### src/rtl/echo_feedback_mixer.sv
// ============================================================================
// Module  : echo_feedback_mixer
// Brief   : Single-tap echo mixer; regenerates into an external delay line
//           and mixes the returned delayed sample with the dry input.
// Revision: 1.0 - initial release
// ============================================================================
`default_nettype none

module echo_feedback_mixer #(
   parameter int DATA_WIDTH     = 32,
   parameter int GAIN_WIDTH     = 16,
   parameter int TIMEOUT_CYCLES = 15
) (
   input  logic                  clk,
   input  logic                  rst,
   input  logic                  dry_valid,
   input  logic [DATA_WIDTH-1:0] dry_sample,
   input  logic [GAIN_WIDTH-1:0] feedback_gain,
   input  logic [GAIN_WIDTH-1:0] mix_gain,
   output logic                  dly_in_valid,
   output logic [DATA_WIDTH-1:0] dly_in_sample,
   input  logic                  dly_out_valid,
   input  logic [DATA_WIDTH-1:0] dly_out_sample,
   output logic                  out_valid,
   output logic [DATA_WIDTH-1:0] out_sample,
   output logic                  busy,
   output logic [15:0]           drop_count,
   output logic                  timeout_err
);

   localparam int PW = DATA_WIDTH + GAIN_WIDTH + 1;
   localparam int CW = (TIMEOUT_CYCLES > 1) ? $clog2(TIMEOUT_CYCLES + 1) : 1;
   localparam logic [CW-1:0] C_WAIT_LAST = CW'(TIMEOUT_CYCLES - 1);

   typedef enum logic [2:0] {
      ST_IDLE  = 3'd0,
      ST_ISSUE = 3'd1,
      ST_WAIT  = 3'd2,
      ST_CALC  = 3'd3,
      ST_OUT   = 3'd4
   } state_t;

   state_t                state_q,         state_d;
   logic [DATA_WIDTH-1:0] dry_q,           dry_d;
   logic [GAIN_WIDTH-1:0] mix_gain_q,      mix_gain_d;
   logic [DATA_WIDTH-1:0] delayed_q,       delayed_d;
   logic [DATA_WIDTH-1:0] last_delayed_q,  last_delayed_d;
   logic [CW-1:0]         wait_cnt_q,      wait_cnt_d;
   logic                  dly_in_valid_q,  dly_in_valid_d;
   logic [DATA_WIDTH-1:0] dly_in_sample_q, dly_in_sample_d;
   logic                  out_valid_q,     out_valid_d;
   logic [DATA_WIDTH-1:0] out_sample_q,    out_sample_d;
   logic [15:0]           drop_count_q,    drop_count_d;
   logic                  timeout_err_q,   timeout_err_d;

   logic signed [PW-1:0]         fb_prod;
   logic signed [PW-1:0]         mix_prod;
   logic signed [DATA_WIDTH:0]   fb_sum;
   logic signed [DATA_WIDTH:0]   mix_sum;
   logic [DATA_WIDTH-1:0]        fb_sat;
   logic [DATA_WIDTH-1:0]        mix_sat;
   logic                         unused_frac;

   function automatic logic [DATA_WIDTH-1:0] sat(input logic [DATA_WIDTH:0] s);
      if (s[DATA_WIDTH] != s[DATA_WIDTH-1]) begin
         return s[DATA_WIDTH] ? {1'b1, {(DATA_WIDTH-1){1'b0}}}
                              : {1'b0, {(DATA_WIDTH-1){1'b1}}};
      end
      return s[DATA_WIDTH-1:0];
   endfunction

   // Signed sample times zero-extended gain; dropping the low GAIN_WIDTH
   // bits of the product is the flooring arithmetic shift.
   always_comb begin
      fb_prod  = $signed({{(GAIN_WIDTH+1){last_delayed_q[DATA_WIDTH-1]}}, last_delayed_q})
               * $signed({{(DATA_WIDTH+1){1'b0}}, feedback_gain});
      mix_prod = $signed({{(GAIN_WIDTH+1){delayed_q[DATA_WIDTH-1]}}, delayed_q})
               * $signed({{(DATA_WIDTH+1){1'b0}}, mix_gain_q});
      fb_sum   = $signed({dry_sample[DATA_WIDTH-1], dry_sample})
               + $signed(fb_prod[PW-1:GAIN_WIDTH]);
      mix_sum  = $signed({dry_q[DATA_WIDTH-1], dry_q})
               + $signed(mix_prod[PW-1:GAIN_WIDTH]);
      fb_sat   = sat(fb_sum);
      mix_sat  = sat(mix_sum);
      unused_frac = ^{fb_prod[GAIN_WIDTH-1:0], mix_prod[GAIN_WIDTH-1:0]};
   end

   always_comb begin
      state_d         = state_q;
      dry_d           = dry_q;
      mix_gain_d      = mix_gain_q;
      delayed_d       = delayed_q;
      last_delayed_d  = last_delayed_q;
      wait_cnt_d      = wait_cnt_q;
      dly_in_valid_d  = 1'b0;
      dly_in_sample_d = dly_in_sample_q;
      out_valid_d     = 1'b0;
      out_sample_d    = out_sample_q;
      drop_count_d    = drop_count_q;
      timeout_err_d   = timeout_err_q;

      if (dry_valid && (state_q != ST_IDLE) && (drop_count_q != 16'hFFFF)) begin
         drop_count_d = drop_count_q + 16'd1;
      end

      case (state_q)
         ST_IDLE: begin
            // The regeneration sum is formed on the accept edge so the
            // write strobe and its sample appear together in ISSUE.
            if (dry_valid) begin
               dry_d           = dry_sample;
               mix_gain_d      = mix_gain;
               dly_in_sample_d = fb_sat;
               dly_in_valid_d  = 1'b1;
               state_d         = ST_ISSUE;
            end
         end
         ST_ISSUE: begin
            wait_cnt_d = '0;
            state_d    = ST_WAIT;
         end
         ST_WAIT: begin
            if (dly_out_valid) begin
               delayed_d      = dly_out_sample;
               last_delayed_d = dly_out_sample;
               state_d        = ST_CALC;
            end else if (wait_cnt_q == C_WAIT_LAST) begin
               delayed_d      = '0;
               last_delayed_d = '0;
               timeout_err_d  = 1'b1;
               state_d        = ST_CALC;
            end else begin
               wait_cnt_d = wait_cnt_q + CW'(1);
            end
         end
         ST_CALC: begin
            out_sample_d = mix_sat;
            out_valid_d  = 1'b1;
            state_d      = ST_OUT;
         end
         ST_OUT: begin
            state_d = ST_IDLE;
         end
         default: begin
            state_d = ST_IDLE;
         end
      endcase
   end

   always_ff @(posedge clk) begin
      if (rst) begin
         state_q         <= ST_IDLE;
         dry_q           <= '0;
         mix_gain_q      <= '0;
         delayed_q       <= '0;
         last_delayed_q  <= '0;
         wait_cnt_q      <= '0;
         dly_in_valid_q  <= 1'b0;
         dly_in_sample_q <= '0;
         out_valid_q     <= 1'b0;
         out_sample_q    <= '0;
         drop_count_q    <= '0;
         timeout_err_q   <= 1'b0;
      end else begin
         state_q         <= state_d;
         dry_q           <= dry_d;
         mix_gain_q      <= mix_gain_d;
         delayed_q       <= delayed_d;
         last_delayed_q  <= last_delayed_d;
         wait_cnt_q      <= wait_cnt_d;
         dly_in_valid_q  <= dly_in_valid_d;
         dly_in_sample_q <= dly_in_sample_d;
         out_valid_q     <= out_valid_d;
         out_sample_q    <= out_sample_d;
         drop_count_q    <= drop_count_d;
         timeout_err_q   <= timeout_err_d;
      end
   end

   assign dly_in_valid  = dly_in_valid_q;
   assign dly_in_sample = dly_in_sample_q;
   assign out_valid     = out_valid_q;
   assign out_sample    = out_sample_q;
   assign busy          = (state_q != ST_IDLE);
   assign drop_count    = drop_count_q;
   assign timeout_err   = timeout_err_q;

endmodule

`default_nettype wire

### config.mk
export PLATFORM = sky130hd
export DESIGN_NAME = echo_feedback_mixer
export DESIGN_NICKNAME = d
export VERILOG_FILES = /design/src/rtl/echo_feedback_mixer.sv
export SDC_FILE = /design/constraint.sdc
export NUM_CORES = 2
export LEC_CHECK = 0
export ABC_AREA = 0
export CORE_UTILIZATION = 43
export DETAILED_ROUTE_END_ITERATION = 16
export PLACE_DENSITY = 0.63
export SYNTH_ARGS = -nofsm -noshare
export SYNTH_HDL_FRONTEND = slang
export SYNTH_SLANG_ARGS = --single-unit
### constraint.sdc
create_clock -name clk -period 9.05 [get_ports clk]
set_input_delay 0.905 -clock clk [delete_from_list [all_inputs] [get_ports clk]]
set_output_delay 0.905 -clock clk [all_outputs]
set_load 0.1 [all_outputs]
==> impl_summary.txt <==
----------------------------------------------------
[Synthesis]
  Number of flops mapped to enable cells by yosys ... 0
  Unique masters post-synth ... 70
  Main combinational cell family by area after synthesis ... adder cells
  Post-Synthesis Cell Area ... 44,420 µm²
  Yosys warns ... 0
  Number of register bits inferred by synthesis ... 170
  Gate count after technology mapping ... 5,145
  Xor/xnor share of the synthesized area ... 2.974%
  Share of the yosys chip area belonging to registers ... 7.661%
  Complex-gate fraction of the synthesized area ... 7.706%
  Multiplexer share of the synthesized area ... 0.04507%
  Synth Flop Type ... dfxtp_1
  Fraction of the mapped netlist area in simple logic gates ... 16.60%
  Synthesized net count ... 6,524
  Share of synthesized flip-flops with an asynchronous set or reset ... 0%
  Syn avg cell area ... 8.634 µm²
  Synth Area in Adders ... 53.07%

[Worst setup path]
  Critical path start-end classification ... input pin to register
  Reg-to-reg critical path startpoint ... mix_gain_q[5]
  Crit Reg-Reg Endpoint ... out_sample[14]
  Startpoint class of the critical path ... input pin
  Top fanout value on the critical path ... 11
  Cell with the biggest individual delay on the critical path ... fa_1
  Arrival time of data at the critical path endpoint ... 9.32 ns
  Critical path capture point type ... register
  Data required time of the worst path ... 9.40 ns
  Slack of the worst reg-to-reg path ... 0.09 ns
  Cell seen most often among critical-path stages ... fa_1
  Register-to-Register Path Depth ... 38
  Delay of the slowest cell on the worst path ... 0.53 ns

[STA]
  Relative slew slack ... 22.08%
  Setup slack after layout ... 0.07369 ns
  Final clock period utilization by the worst path ... 99.19%
  Final Hold Viols ... 0
  Tmin final ... 8.976 ns
  Count of pins over their slew limit ... 0
  Setup repair after global routing missed its margin ... yes
  Setup-failing EPs final ... 0
  Transition time of the tightest slew-check pin ... 1.169 ns
  Final clock skew ... 0.02036 ns
  Achievable Freq ... 111.4 MHz
  Worst slack on hold paths ... 0.4660 ns

[Floorplanning]
  Floorplan core area ... 102,000 µm²
  Io pins ... 184
  Number of core rows ... 117
  Starting density of the core ... 43.54%
  Die H ... 323.4 µm
  Die area ... 104,600 µm²
  Die X-Extent ... 323.4 µm

[Routing]
  DRT antenna net count ... 0
  Number of detailed-routing iterations run before antenna repair ... 6
  Iteration-0 DRC Markers ... 2,114
  Routed via count divided by cell count ... 5.122
  Number of vias in the routed layout ... 36,010
  WL final ... 129.0 mm
  Per-cell routed wire length ... 18.35 µm
  Total DRC errors in the routed layout ... 0

[Power and ir drop]
  Clock network power share ... 13.8%
  Internal cell power ... 0.002950 W
  Highest ir drop seen on vdd ... 0.2872 mV
  Switching pwr ... 0.002857 W
  Sum of internal, switching and leakage power ... 0.005807 W
  Share of total power consumed by net switching ... 49.20%
  Sequential power share ... 15.5%
  Leakage Power ... 27.08 nW
  Total power divided by cell area ... 107.1 nW/µm²
  Comb power frac ... 70.7%

[Placement]
  DPL Wire Length ... 102.2 mm
  Weighted congestion reported at the end of routability-driven placement ... 0.9258
  Standard cell area after detailed placement ... 51,140 µm²
  Worst-case setup slack after placement ... -0.9872 ns
  Count of port buffers added during placement ... 183
  Placed Instances ... 6,925

[Clock tree]
  Clock Latency Late Sink ... 0.50 ns
  Number of clock sinks seen by CTS ... 170
  Worst-case clock buffer depth ... 2
  Clock input transition at the sequential cells of the worst setup and hold paths ... 0.08 ns
  H-tree depth reported by CTS ... 4
  Number of buffers added by the clock tree synthesis step ... 17
  Root buffer selected by CTS ... clkbuf_16
  Clock tree from TritonCTS ... done

[Worst hold path]
  Worst Hold Class ... register to register
  Worst-case hold path end point ... dry_q[14]
  Cell depth of the worst hold path ... 2
  Min-Delay Startpoint ... dry_q[14]

[Cells and area]
  Fraction of layout instances using a drive strength above 1 ... 15.67%
  Post-route design area ... 54,230 µm²
  Multi-input combinational cell area ... 36,930 µm²
  Filler cell count in the final layout ... 9,432
  Final standard cell count with taps included and fillers excluded ... 7,030
  Nets ... 7,025
  Register area ... 3460 µm²
  Layout-stage area growth over the synthesis result ... 22.08%

[Global route]
  First-pass GRT wire length ... 205.2 mm
  Aggregate global-route resource usage ... 25.30%
  Gr ovfl total ... 0
  Antenna violations before repair ... 11
  Via count of the first global-routing pass ... 37,510
  Maximum number of pins on one net before global-route repair ... 95

[Run status]
  Result of the run ... finished clean

[Flow run]
  Maxcap violations ... 0

----------------------------------------------------
cell usage after synthesis (all sizes together) (8+ instances only):
cell type     n  area [µm²]
a211oi       40       327.8
a21o         59       442.9
a21oi       166       830.8
a22oi        33       247.7
a31oi        35       219.0
and2        412        2577
and3         18       112.6
buf          15       73.82
clkbuf      246       923.4
dfxtp       170        3403
fa          976       19540
ha          303        3791
inv        1148        4309
maj3         22       245.2
nand2       812        3048
nand2b       17       106.4
nand3        28       140.1
nand4        16       100.1
nor2        179       671.9
nor2b        16       100.1
nor3         57       285.3
o211ai       18       145.1
o21a         21       157.7
o21ai        81       412.9
o21bai       15       112.6
o31ai         8       60.06
or3          12       75.07
xnor2        83       734.5
xor2         67       586.8
layout by cell type, fill, tap and decap left out, drive strengths merged, types with 35 or more instances in the layout:
cell type / synthesis / routed
a31oi: 35 / 35
nand2: 812 / 812
a21o: 59 / 59
dfxtp: 170 / 170
a21oi: 166 / 166
nor2: 179 / 179
xnor2: 83 / 83
ha: 303 / 303
nor3: 57 / 57
fa: 976 / 976
xor2: 67 / 67
o21ai: 81 / 81
and2: 412 / 412
a211oi: 40 / 40
buf: 15 / 562
inv: 1148 / 1154
clkdlybuf4s50: 0 / 168
layout make-up:
class	count	share of cell area (%)
Multi-Input combinational cell	3566	68.09
Timing Repair Buffer	743	13.31
Inverter	1148	7.966
Sequential cell	170	6.379
Tap cell	1368	3.156
Clock buffer	18	0.8098
Clock inverter	14	0.2792
Antenna cell	3	0.01384
worst max-delay path by stage:
stage | start | end | slack (ns) | cells past startpoint
after floorplan | feedback_gain[2] | dly_in_sample[25] | 0.05 | 35
after global placement | feedback_gain[11] | dly_in_sample[28] | -1.01 | 36
after detailed placement | feedback_gain[8] | dly_in_sample[28] | -0.99 | 36
after CTS | mix_gain_q[3] | out_sample[17] | 0.0004 | 38
after global routing | feedback_gain[7] | dly_in_sample[19] | -0.26 | 40
final | feedback_gain[7] | dly_in_sample[22] | 0.07 | 40
flip-flops by register name, summed over array words and instances, names as in the netlist:
register and count:
dly_in_sample 32, dly_in_valid 1, drop_count 16, dry_q 32, last_delayed_q 32, mix_gain_q 16, out_sample 32, out_valid 1
state_q 3, timeout_err 1, wait_cnt_q 4
routing by layer:
metal	track usage (%)	wire length, µm
met5	0	81
met4	6.740	3647
met3	4.270	9176
met2	41.08	60660
met1	34.84	55470
per-stage QoR:
| stage | TNS (ns) | util (%) |
|---|---|---|
| 2_1_floorplan | 0 | - |
| 6_report | 0 | 53.15 |
| 3_5_place_dp | -46.64 | 50.12 |
| 3_3_place_gp | -48.01 | 50.12 |
| 5_1_grt | -11.02 | 53.14 |
| 4_1_cts | 0 | 51.79 |
cells by family (layout without fill, tap and decap cells):
kind of cell / Yosys count / in the layout
multiplexers: 2 / 2
other: 0 / 3
flip-flops: 170 / 170
adder cells (fa/ha/maj): 1301 / 1301
buffers and inverters: 1409 / 1923
AND/OR/NAND/NOR: 1587 / 1587
AO/OA/AOI/OAI: 526 / 526
XOR/XNOR: 150 / 150
power groups by stage:
stage	sequential (W)	combinational [W]	clock [W]
2_1_floorplan	0.00123	0.00174	0
3_3_place_gp	0.000916	0.00335	0
3_5_place_dp	0.000911	0.00336	0
4_1_cts	0.000899	0.00379	0.000810
5_1_grt	0.000907	0.00442	0.000840
6_report	0.000901	0.00410	0.000803
what timing repair did:
action                                  4_1_cts  5_1_grt
buffers inserted                             25       28
resized for setup                           135      344
endpoints found under the setup margin       64       64
cloned                                       16        7
hold buffers                                  0        0
pin swaps                                    70      211
worst max-delay path, delay by kind of cell:
kind,cells,cell delay (ns)
AO/OA/AOI/OAI,10,1.79
XOR/XNOR,1,0.12
adder cells (fa/ha/maj),8,3.56
buffers and inverters,12,1.36
AND/OR/NAND/NOR,9,1.56
Power figures use the tool's default switching activity.
==> edit, RTL diff (same flow settings) <==
`TIMEOUT_CYCLES`: 15 -> 16.
--- a/src/rtl/echo_feedback_mixer.sv
+++ b/src/rtl/echo_feedback_mixer.sv
@@ -9,7 +9,7 @@
 module echo_feedback_mixer #(
    parameter int DATA_WIDTH     = 32,
    parameter int GAIN_WIDTH     = 16,
-   parameter int TIMEOUT_CYCLES = 15
+   parameter int TIMEOUT_CYCLES = 16
 ) (
    input  logic                  clk,
    input  logic                  rst,
Formal check against the unedited RTL: no difference found for any inputs over 4 cycles, from zero or initial values and one cycle with rst high; that may be too few to reach the edited logic, so the function may still have changed.
==> edit against the original RTL <==
- the flow now finishes with violations (negative setup slack)
- clock skew rose by 13 ps
- sequential share of layout area fell by 0.11 points
- sequential cell count rose by 1
- routed wire length rose by 1.2%
- count of clock-buffer cells in the layout fell by 1
- global-route usage rose by 0.51 points
- cell area rose by 2.1%
- worst setup slack got worse by 450 ps
- total power rose by 0.84%
- synthesized area barely moved
- fmax fell by 4.8%
- synthesized cell count fell by 0.72%
- critical endpoint is now dly_in_sample[25]
- largest power group unchanged
==> edit: results (changes against the original RTL) <==
* Vias in the first global route at 38.6k (was 37.5k)
* Commonest cells post-synth: inv_1 (1145), fa_1 (976), nand2_1 (791), and2_1 (412), ha_1 (303) (was inv_1 (1147), fa_1 (976), nand2_1 (812), and2_1 (412), ha_1 (303))
* Net Sw Frac at 47.5% (was 49.2%)
* Clock Power Share at 15.0% (was 13.8%)
* Post-placement cell area at 0.0521 mm² (was 0.0511 mm²)
* Vias/cell at 5.12 (about the same)
* First-pass GRT wire length at 209000 µm (was 205000 µm)
* P_leak at 27.5 nW (was 27.1 nW)
* Tot GR Track Use at 25.8% (was 25.3%)
* Routed wire length on met3 at 9650 µm (was 9180 µm)
* Initial antenna violation count at 12 (was 11)
* Dpl cells at 6966 (was 6925)
* Critical Path Max Stage Delay at 640 ps (was 530 ps)
* Worst-path fanout max at 8 (was 11)
* WP data arrival at 9730 ps (was 9320 ps)
* Crit. Startpoint: feedback_gain[12] (was feedback_gain[7])
* Ranking of synthesized cells by area: fa_1 (44%), inv_1 (9.7%), ha_1 (8.5%), dfxtp_1 (7.7%), nand2_1 (6.7%) (was fa_1 (44%), inv_1 (9.7%), ha_1 (8.5%), dfxtp_1 (7.7%), nand2_1 (6.9%))
* Met1 Use GR at 34.7% (was 34.8%)
* Pre-Repair DR Iteration Count at 5 (was 6)
* Layout cell share with drive strength beyond 1 at 18.2% (was 15.7%)
* Met1 Routed Length at 54900 µm (was 55500 µm)
* # DRC at 0 (unchanged)
* Slew Limit Headroom at 28.3% (was 22.1%)
* Seq/Total Area, Yosys at 7.70% (was 7.66%)
* Synth cell types at 72 (was 70)
* Seq power at 0.000903 W (was 0.000901 W)
* Status: finished, violations left (was completed)
* Failing checks: negative setup slack
* Drt wl/cell at 18.5 µm (was 18.4 µm)
* Met2 Track Usage GR at 42.6% (was 41.1%)
* Setup TNS at -10990 ps (was 0 ps)
* Setup ws final at -379 ps (was 73.7 ps)
* Routed wl met2 at 61800 µm (was 60700 µm)
* Post-CTS sizing at 254 (was 135)
* Skew final at 33.7 ps (was 20.4 ps)
* Syn Nets at 6487 (was 6524)
* Cell count after synthesis at 5108 (was 5145)
* Initial DRC count at 2086 (was 2114)
* Pre-CTS setup slack at -1390 ps (was -987 ps)
* Final Setup Violations at 42 (was 0)
* Slowest-stage cell, CP: fa_2 (was fa_1)
* Met3 usage at 4.49% (was 4.27%)
* Final GP Congestion at 0.894 (was 0.926)
* Setup bufs post-CTS at 33 (was 25)
-- edit: cell count changes after synthesis, sizes merged, moves of 8 or more --
cell / before / now
nor2: 179 / 191
nand2: 812 / 791
a21oi: 166 / 176
a211oi: 40 / 67
maj3: 22 / 31
o21a: 21 / 29
nor3: 57 / 27
xnor2: 83 / 92
a31oi: 35 / 5
-- edit: path summary, 6_finish.rpt --
check / slack [ps] / cells after the start / endpoint
min reg2reg: 470 / 2 / dry_q[13]
max: -380 / 39 / dly_in_sample[25]
max reg2reg: -290 / 39 / dly_in_sample[25]
min: 470 / 2 / dry_q[13]
-- edit: layout make-up --
| type | count | area [µm²] |
|---|---|---|
| fillers | 9382 | 46800 |
| multi-input cells | 3537 | 37200 |
| repair buffers | 815 | 8040 |
| inverters | 1145 | 4300 |
| flip-flops and latches | 171 | 3470 |
| well taps | 1368 | 1710 |
| clock buffers | 17 | 425 |
| clock inverters | 15 | 243 |
| diodes | 2 | 5.00 |
-- edit: worst max-delay path, delay by kind of cell --
| family | cells | cell delay [ps] |
|---|---|---|
| xor gates and xnor gates | 1 | 300 |
| adders and majority gates | 9 | 3770 |
| and+or+nand+nor | 8 | 1520 |
| AOI/OAI and AO/OA | 11 | 2010 |
| buffers and inverters | 10 | 1210 |
-- edit: cell families (layout without fill, tap and decap cells) --
logic type / Yosys count / in the layout / share of synthesized area (%)
fa+ha+maj: 1310 / 1310 / 53.3
buf+inv: 1400 / 1992 / 11.9
flops: 171 / 171 / 7.70
mux: 2 / 2 / 0.0450
other cells: 0 / 2 / 0
xor+xnor: 152 / 152 / 3.01
compound gates: 524 / 524 / 7.93
simple gates: 1549 / 1549 / 16.2
